--- config.mk ---
export PLATFORM = sky130hd
export DESIGN_NAME = irq_preempt_ctrl_flat
export DESIGN_NICKNAME = d
export VERILOG_FILES = /design/src/rtl/irq_preempt_ctrl_if.sv /design/src/rtl/irq_preempt_ctrl.sv /design/src/flat_wrapper.sv
export SDC_FILE = /design/constraint.sdc
export NUM_CORES = 1
export LEC_CHECK = 0
export ABC_CLOCK_PERIOD_IN_PS = 3600
export CAP_MARGIN = 20
export CORE_MARGIN = 2
export CORE_UTILIZATION = 52
export CTS_BUF_LIST = sky130_fd_sc_hd__clkbuf_8
export CTS_CLUSTER_SIZE = 25
export DETAILED_ROUTE_END_ITERATION = 10
export GPL_TIMING_DRIVEN = 1
export HOLD_SLACK_MARGIN = 0.06
export PLACE_DENSITY_LB_ADDON = 0.15
export SYNTH_ARGS = -nofsm -noshare
export SYNTH_HDL_FRONTEND = slang
export SYNTH_SLANG_ARGS = --single-unit
--- constraint.sdc ---
create_clock -name clk_i -period 3.6 [get_ports clk_i]
set_input_delay 0.72 -clock clk_i [delete_from_list [all_inputs] [get_ports clk_i]]
set_output_delay 0.72 -clock clk_i [all_outputs]
set_load 0.01 [all_outputs]
--- src/rtl/irq_preempt_ctrl_if.sv ---
// Controller-side bus of the preemption block: the winning pending line flows in,
// and the claim pulse flows back so the controller can clear that pending bit.
interface irq_preempt_ctrl_if #(
    parameter int unsigned NrIrqLines = 64,
    parameter int unsigned NrIrqPrios = 32,
    localparam int unsigned IrqWidth  = $clog2(NrIrqLines),
    localparam int unsigned PrioWidth = $clog2(NrIrqPrios)
);
    logic                 irq_valid_i;
    logic [IrqWidth-1:0]  irq_id_i;
    logic [PrioWidth-1:0] irq_level_i;
    logic                 irq_heti_i;
    logic                 irq_nest_i;
    logic                 irq_ack_o;
    logic [IrqWidth-1:0]  irq_ack_id_o;

    modport master (
        output irq_valid_i, irq_id_i, irq_level_i, irq_heti_i, irq_nest_i,
        input  irq_ack_o, irq_ack_id_o
    );

    modport slave (
        input  irq_valid_i, irq_id_i, irq_level_i, irq_heti_i, irq_nest_i,
        output irq_ack_o, irq_ack_id_o
    );
endinterface

--- src/rtl/irq_preempt_ctrl.sv ---
// Forwards the controller's winning interrupt to the core only when it may preempt
// the running context, keeping a {level, nest} stack of the nested handlers.
module irq_preempt_ctrl #(
    parameter int unsigned NrIrqLines = 64,
    parameter int unsigned NrIrqPrios = 32,
    parameter int unsigned NestDepth  = 8,
    localparam int unsigned IrqWidth   = $clog2(NrIrqLines),
    localparam int unsigned PrioWidth  = $clog2(NrIrqPrios),
    localparam int unsigned DepthWidth = $clog2(NestDepth + 1)
) (
    input  logic                  clk_i,
    input  logic                  rst_i,
    irq_preempt_ctrl_if.slave     ctl,
    input  logic [PrioWidth-1:0]  mthresh_i,
    output logic                  core_irq_req_o,
    output logic [IrqWidth-1:0]   core_irq_id_o,
    output logic [PrioWidth-1:0]  core_irq_level_o,
    output logic                  core_irq_heti_o,
    input  logic                  core_irq_ack_i,
    input  logic                  core_mret_i,
    output logic [PrioWidth-1:0]  cur_level_o,
    output logic [DepthWidth-1:0] depth_o,
    output logic                  underflow_o
);
    localparam int unsigned PtrWidth = (NestDepth > 1) ? $clog2(NestDepth) : 1;

    typedef enum logic [1:0] {IDLE, REQ, ACK} state_e;

    typedef struct packed {
        logic [IrqWidth-1:0]  id;
        logic [PrioWidth-1:0] level;
        logic                 heti;
        logic                 nest;
    } req_t;

    state_e               state_q;
    req_t                 req_q;
    req_t                 req_in;
    logic                 req_valid_q;
    logic                 ack_q;
    logic [IrqWidth-1:0]  ack_id_q;

    logic [PrioWidth-1:0] lvl_q  [NestDepth];
    logic [PrioWidth-1:0] lvl_d  [NestDepth];
    logic                 nest_q [NestDepth];
    logic                 nest_d [NestDepth];
    logic [DepthWidth-1:0] depth_q, depth_d;
    logic [PrioWidth-1:0]  cur_level_q, cur_level_d;
    logic                  underflow_q, underflow_d;

    logic [PtrWidth-1:0]  top_idx;
    logic [PrioWidth-1:0] eff_level;
    logic                 eligible;
    logic                 take;

    assign req_in    = '{id: ctl.irq_id_i, level: ctl.irq_level_i,
                         heti: ctl.irq_heti_i, nest: ctl.irq_nest_i};
    assign top_idx   = PtrWidth'(depth_q - DepthWidth'(1));
    assign eff_level = (mthresh_i > cur_level_q) ? mthresh_i : cur_level_q;
    assign eligible  = ctl.irq_valid_i
                     && (ctl.irq_level_i > eff_level)
                     && (depth_q < DepthWidth'(NestDepth))
                     && ((depth_q == '0) || nest_q[top_idx]);
    assign take      = (state_q == REQ) && core_irq_ack_i;

    // Pop before push, so ack+mret on a non-empty stack replaces the top entry.
    always_comb begin
        // NOTE: combinational blocks use blocking '=' and assign every output a
        // default first, so each path reads the updated value and no latch is inferred.
        lvl_d       = lvl_q;
        nest_d      = nest_q;
        depth_d     = depth_q;
        underflow_d = underflow_q;
        if (core_mret_i) begin
            if (depth_q != '0) begin
                depth_d = depth_q - DepthWidth'(1);
            end else begin
                underflow_d = 1'b1;
            end
        end
        if (take) begin
            lvl_d[PtrWidth'(depth_d)]  = req_q.level;
            nest_d[PtrWidth'(depth_d)] = req_q.nest;
            depth_d                    = depth_d + DepthWidth'(1);
        end
        cur_level_d = (depth_d == '0) ? '0 : lvl_d[PtrWidth'(depth_d - DepthWidth'(1))];
    end

    always_ff @(posedge clk_i) begin
        // NOTE: stack storage is left unreset; depth_q alone decides which entries are valid.
        lvl_q  <= lvl_d;
        nest_q <= nest_d;
        if (rst_i) begin
            depth_q     <= '0;
            cur_level_q <= '0;
            underflow_q <= 1'b0;
        end else begin
            depth_q     <= depth_d;
            cur_level_q <= cur_level_d;
            underflow_q <= underflow_d;
        end
    end

    always_ff @(posedge clk_i) begin
        if (rst_i) begin
            state_q     <= IDLE;
            req_q       <= '0;
            req_valid_q <= 1'b0;
            ack_q       <= 1'b0;
            ack_id_q    <= '0;
        end else begin
            ack_q <= 1'b0;
            unique case (state_q)
                IDLE: begin
                    if (eligible) begin
                        req_q       <= req_in;
                        req_valid_q <= 1'b1;
                        state_q     <= REQ;
                    end
                end
                REQ: begin
                    if (core_irq_ack_i) begin
                        ack_q       <= 1'b1;
                        ack_id_q    <= req_q.id;
                        req_valid_q <= 1'b0;
                        state_q     <= ACK;
                    end else if (!eligible) begin
                        req_valid_q <= 1'b0;
                        state_q     <= IDLE;
                    end else if (ctl.irq_level_i > req_q.level) begin
                        req_q <= req_in;
                    end
                end
                // The controller's pending bit is still clearing here, so nothing is sampled.
                ACK: state_q <= IDLE;
                default: begin
                    req_valid_q <= 1'b0;
                    state_q     <= IDLE;
                end
            endcase
        end
    end

    assign core_irq_req_o   = req_valid_q;
    assign core_irq_id_o    = req_q.id;
    assign core_irq_level_o = req_q.level;
    assign core_irq_heti_o  = req_q.heti;
    assign ctl.irq_ack_o    = ack_q;
    assign ctl.irq_ack_id_o = ack_id_q;
    assign cur_level_o      = cur_level_q;
    assign depth_o          = depth_q;
    assign underflow_o      = underflow_q;
endmodule

--- src/flat_wrapper.sv ---
// flat-port wrapper written by rule: the top's interface ports become plain ports
module irq_preempt_ctrl_flat 
#(
    parameter int unsigned NrIrqLines = 64,
    parameter int unsigned NrIrqPrios = 32,
    parameter int unsigned NestDepth  = 8,
    localparam int unsigned IrqWidth   = $clog2(NrIrqLines),
    localparam int unsigned PrioWidth  = $clog2(NrIrqPrios),
    localparam int unsigned DepthWidth = $clog2(NestDepth + 1)
)
  (clk_i, rst_i, mthresh_i, core_irq_req_o, core_irq_id_o, core_irq_level_o, core_irq_heti_o, core_irq_ack_i, core_mret_i, cur_level_o, depth_o, underflow_o, ctl_irq_valid_i, ctl_irq_id_i, ctl_irq_level_i, ctl_irq_heti_i, ctl_irq_nest_i, ctl_irq_ack_o, ctl_irq_ack_id_o);
  irq_preempt_ctrl_if #(.NrIrqLines(NrIrqLines), .NrIrqPrios(NrIrqPrios)) ctl_i ();
  input  logic clk_i;
  input  logic rst_i;
  input  logic [PrioWidth-1:0] mthresh_i;
  output logic core_irq_req_o;
  output logic [IrqWidth-1:0] core_irq_id_o;
  output logic [PrioWidth-1:0] core_irq_level_o;
  output logic core_irq_heti_o;
  input  logic core_irq_ack_i;
  input  logic core_mret_i;
  output logic [PrioWidth-1:0] cur_level_o;
  output logic [DepthWidth-1:0] depth_o;
  output logic underflow_o;
  input wire logic [$bits(ctl_i.irq_valid_i)-1:0] ctl_irq_valid_i;
  input wire logic [$bits(ctl_i.irq_id_i)-1:0] ctl_irq_id_i;
  input wire logic [$bits(ctl_i.irq_level_i)-1:0] ctl_irq_level_i;
  input wire logic [$bits(ctl_i.irq_heti_i)-1:0] ctl_irq_heti_i;
  input wire logic [$bits(ctl_i.irq_nest_i)-1:0] ctl_irq_nest_i;
  output wire logic [$bits(ctl_i.irq_ack_o)-1:0] ctl_irq_ack_o;
  output wire logic [$bits(ctl_i.irq_ack_id_o)-1:0] ctl_irq_ack_id_o;
  assign ctl_i.irq_valid_i = ctl_irq_valid_i;
  assign ctl_i.irq_id_i = ctl_irq_id_i;
  assign ctl_i.irq_level_i = ctl_irq_level_i;
  assign ctl_i.irq_heti_i = ctl_irq_heti_i;
  assign ctl_i.irq_nest_i = ctl_irq_nest_i;
  assign ctl_irq_ack_o = ctl_i.irq_ack_o;
  assign ctl_irq_ack_id_o = ctl_i.irq_ack_id_o;
  irq_preempt_ctrl #(.NrIrqLines(NrIrqLines), .NrIrqPrios(NrIrqPrios), .NestDepth(NestDepth)) u_core (.clk_i(clk_i), .rst_i(rst_i), .ctl(ctl_i), .mthresh_i(mthresh_i), .core_irq_req_o(core_irq_req_o), .core_irq_id_o(core_irq_id_o), .core_irq_level_o(core_irq_level_o), .core_irq_heti_o(core_irq_heti_o), .core_irq_ack_i(core_irq_ack_i), .core_mret_i(core_mret_i), .cur_level_o(cur_level_o), .depth_o(depth_o), .underflow_o(underflow_o));
endmodule
==> results.md <==
- Crit path largest cell delay: 0.44 ns
- Hold crit path type: reg2reg
- GRT met1 Usage: approximately 33%
- DIE HEIGHT: around 95 um
- Hold_buf cts: 0
- Setup crit end kind: flip-flop
- Starting Density: 53.1%
- GPL Wtd Cong: approximately 0.80
- Area leader, netlist: dfxtp_1
- Final period util: a little over nine tenths
- Slew margin rel.: between 50% and 60%
- Seq cells post-synth: 81
- Met2 Usage GRT: between 40 and 50%
- Routed vias: between 3000 and 4000
- Core area: 8130 sq um
- Core Rows: 33
- Initial antenna violation count: 0
- Die width: ~95 um
- Seq/Total Area, Yosys: between 30 and 40%
- Fmax: 0.288 GHz
- Tot GR Track Use: roughly a quarter
- Initial DRC count: around 260
- Worst-Margin Slew: ~0.68 ns
- Leak: 2.12 nW
- Status: finished clean
- Top cells by area, synth: dfxtp_1, mux2i_1, nand2_1
- I/O pin total: 53
- Largest net degree at the start of global routing: 29
- Clock root buffer master: clkbuf_8
- CTS Buf Count: 9
- Mapped cell area: 4320 sq um
- Top_reg_cell synth: dfxtp_1
- CTS tree: yes
- Diode count: 0
- Post-synth cell types: 60
- DP Wirelength: slightly above 8000 um
- P&R area growth vs syn: 25.9%
- Power density cells: approximately 850 nW/um^2
- Power Total: 4.63 mW
- Die footprint: 9060 sq um
- WHS: between 0.4 and 0.5 ns
- EDFF count, synth: 8
- Setup Skew: about 0.006 ns
- First-pass GRT wire length: 17700 um
- Mapped Cells: between 400 and 500
- Crit-path slowest cell: clkdlybuf4s50_1
- Post-layout min period: about 3.5 ns
- YS warnings: 0
- Hold Fails Final Rpt: 0
- Port Buf Inserts: 52
- Share of the synthesized area in the top cell type: 33.8%
- Max Slew Vio Count: 0
- CP cell instances: clkdlybuf4s50_1, ha_1, buf_4, a21oi_2, a31oi_4, buf_6, mux2i_1, ha_1, nand3_1, o211ai_1, a211oi_2, o21ai_2, a31oi_2, buf_4, clkbuf_16, mux2i_1, nor2_1
- CP Data Required Time: around 3.8 ns
- Critical path class: in2reg
- Antenna Nets Post-Route: 0
- Worst-skew pair later-pin latency: around 0.35 ns
- Worst vdd ir: around 610 uV
- Worst Path Buf+Inv: 5
- Vias per cell: 5.66
- Global route hottest layer: met2
- Max-Cap Viols: 0
- Synthesized area per cell: 8.84 sq um
- Max clock buf depth: 2
- Worst-path maximum fanout: 5
- Sink Count: 81
- Final nets: 598
- CTS clk-pin slew, worst paths: ~0.080 ns
- Final TNS setup: 0 ns
- Global route overflow: 0
- Vias in the first global route: between 3000 and 4000
- Synth top cells by count: dfxtp_1, nand2_1, nor2_1, o21ai_0, mux2i_1
- FFs w/ async S/R, synth: 0%
- Critical Path AT: about 3.7 ns
- H-tree depth: 3
- WL final: between 10000 and 15000 um
- Number of iterations in the first detailed-routing pass: 5
- Wire per inst: between 15 and 20 um
- Top-count cell post-synth: dfxtp_1
- Number of remaining DRC errors: 0
- Setup crit start kind: input port
- Critical path's top delay family: buffers and inverters
- Share of cells above drive strength 1: approximately 18%
- Met3 Resource Use GR: 3.87%
- Post-synth net total: 530
- Final setup fails: 0
==> per-layer routing <==
metal  part of all wire [%]  up-vias
met5                      0        -
met4                    1.8        0
met3                    5.3       20
met2                     48      122
met1                     45     1762
li1                       -     1874
==> worst register-to-register path, stage by stage (launching register included) <==
cell and delay [ns]:
dfxtp_1 0.31, inv_1 0.09, ha_1 0.19, or3b_4 0.41
a211oi_2 0.33, buf_4 0.23, nor2_4 0.09, or2_2 0.33
ha_1 0.34, buf_12 0.17, a221oi_1 0.24, a221oi_1 0.14
a311oi_1 0.35, buf_4 0.17
==> placed cells by master (no fill, tap or decap), drive strengths merged, types with 18 or more instances in the layout <==
cell type / Yosys / final
dfxtp: 73 / 73
nand2: 69 / 69
nor2: 53 / 53
clkdlybuf4s50: 0 / 48
buf: 21 / 38
o21ai: 33 / 33
mux2i: 28 / 28
a21oi: 27 / 27
inv: 19 / 20
ha: 18 / 18
==> state kept, by name (all words and copies together) (netlist names), 2 cells and up <==
signal / flops
u_core.lvl_q: 40
u_core.nest_q: 8
u_core.core_irq_id_o: 6
u_core.ctl.irq_ack_id_o: 6
u_core.core_irq_level_o: 5
u_core.cur_level_o: 5
u_core.depth_o: 4
u_core.state_q: 2
==> path summary, 6_finish.rpt <==
kind	from	endpoint	slack, ns	cells past startpoint
worst max-delay path	mthresh_i[4]	u_core.core_irq_heti_o	0.13	17
worst min-delay path	u_core.lvl_q[18]	u_core.lvl_q[18]	0.46	2
worst max register to register	u_core.depth_o[1]	u_core.cur_level_o[3]	0.17	13
worst min register to register	u_core.lvl_q[18]	u_core.lvl_q[18]	0.46	2
==> where the power goes <==
| group | internal (mW) | switching (mW) | leakage, nW | total (mW) |
|---|---|---|---|---|
| clock network | 0.461 | 0.337 | 0.120 | 0.797 |
| registers | 1.05 | 0.125 | 0.666 | 1.18 |
| logic | 1.17 | 1.48 | 1.34 | 2.66 |
| total | 2.68 | 1.95 | 2.12 | 4.63 |
==> cells by family after synthesis <==
logic type / after synthesis / synth area share [%]
DFF: 81 / 39.4
muxes: 43 / 10.9
and+or+nand+nor: 169 / 18.2
xor gates and xnor gates: 3 / 0.608
adders and majority gates: 18 / 5.21
AOI/OAI and AO/OA: 120 / 19.0
buffers and inverters: 55 / 6.72
==> final cells by class <==
type | instances | area, sq um
timing repair buffer | 90 | 848
sequential | 81 | 1700
fill | 671 | 2690
tap | 105 | 131
inverter | 22 | 82.6
clock inverter | 7 | 118
clock buffer | 9 | 124
multi-input combinational | 353 | 2430
==> through the flow <==
stage | setup slack [ns] | utilization, % | cell area (sq um) | instances
floorplan | 0.0136 | - | 4330 | 489
global placement | -0.380 | 62.1 | 5050 | 646
detailed placement | -0.523 | 62.1 | 5050 | 646
CTS | 0.000565 | 66.4 | 5400 | 665
global route | -0.0401 | 66.9 | 5440 | 667
finish | 0.129 | 66.9 | 5440 | 667
==> what timing repair did <==
action                                  CTS  global route
gates resized for setup                  17            11
pin swaps                                15             5
buffers inserted                          2             2
endpoints found under the setup margin   13            16
gates cloned                              1             0
(Power assumes the default switching activity.)
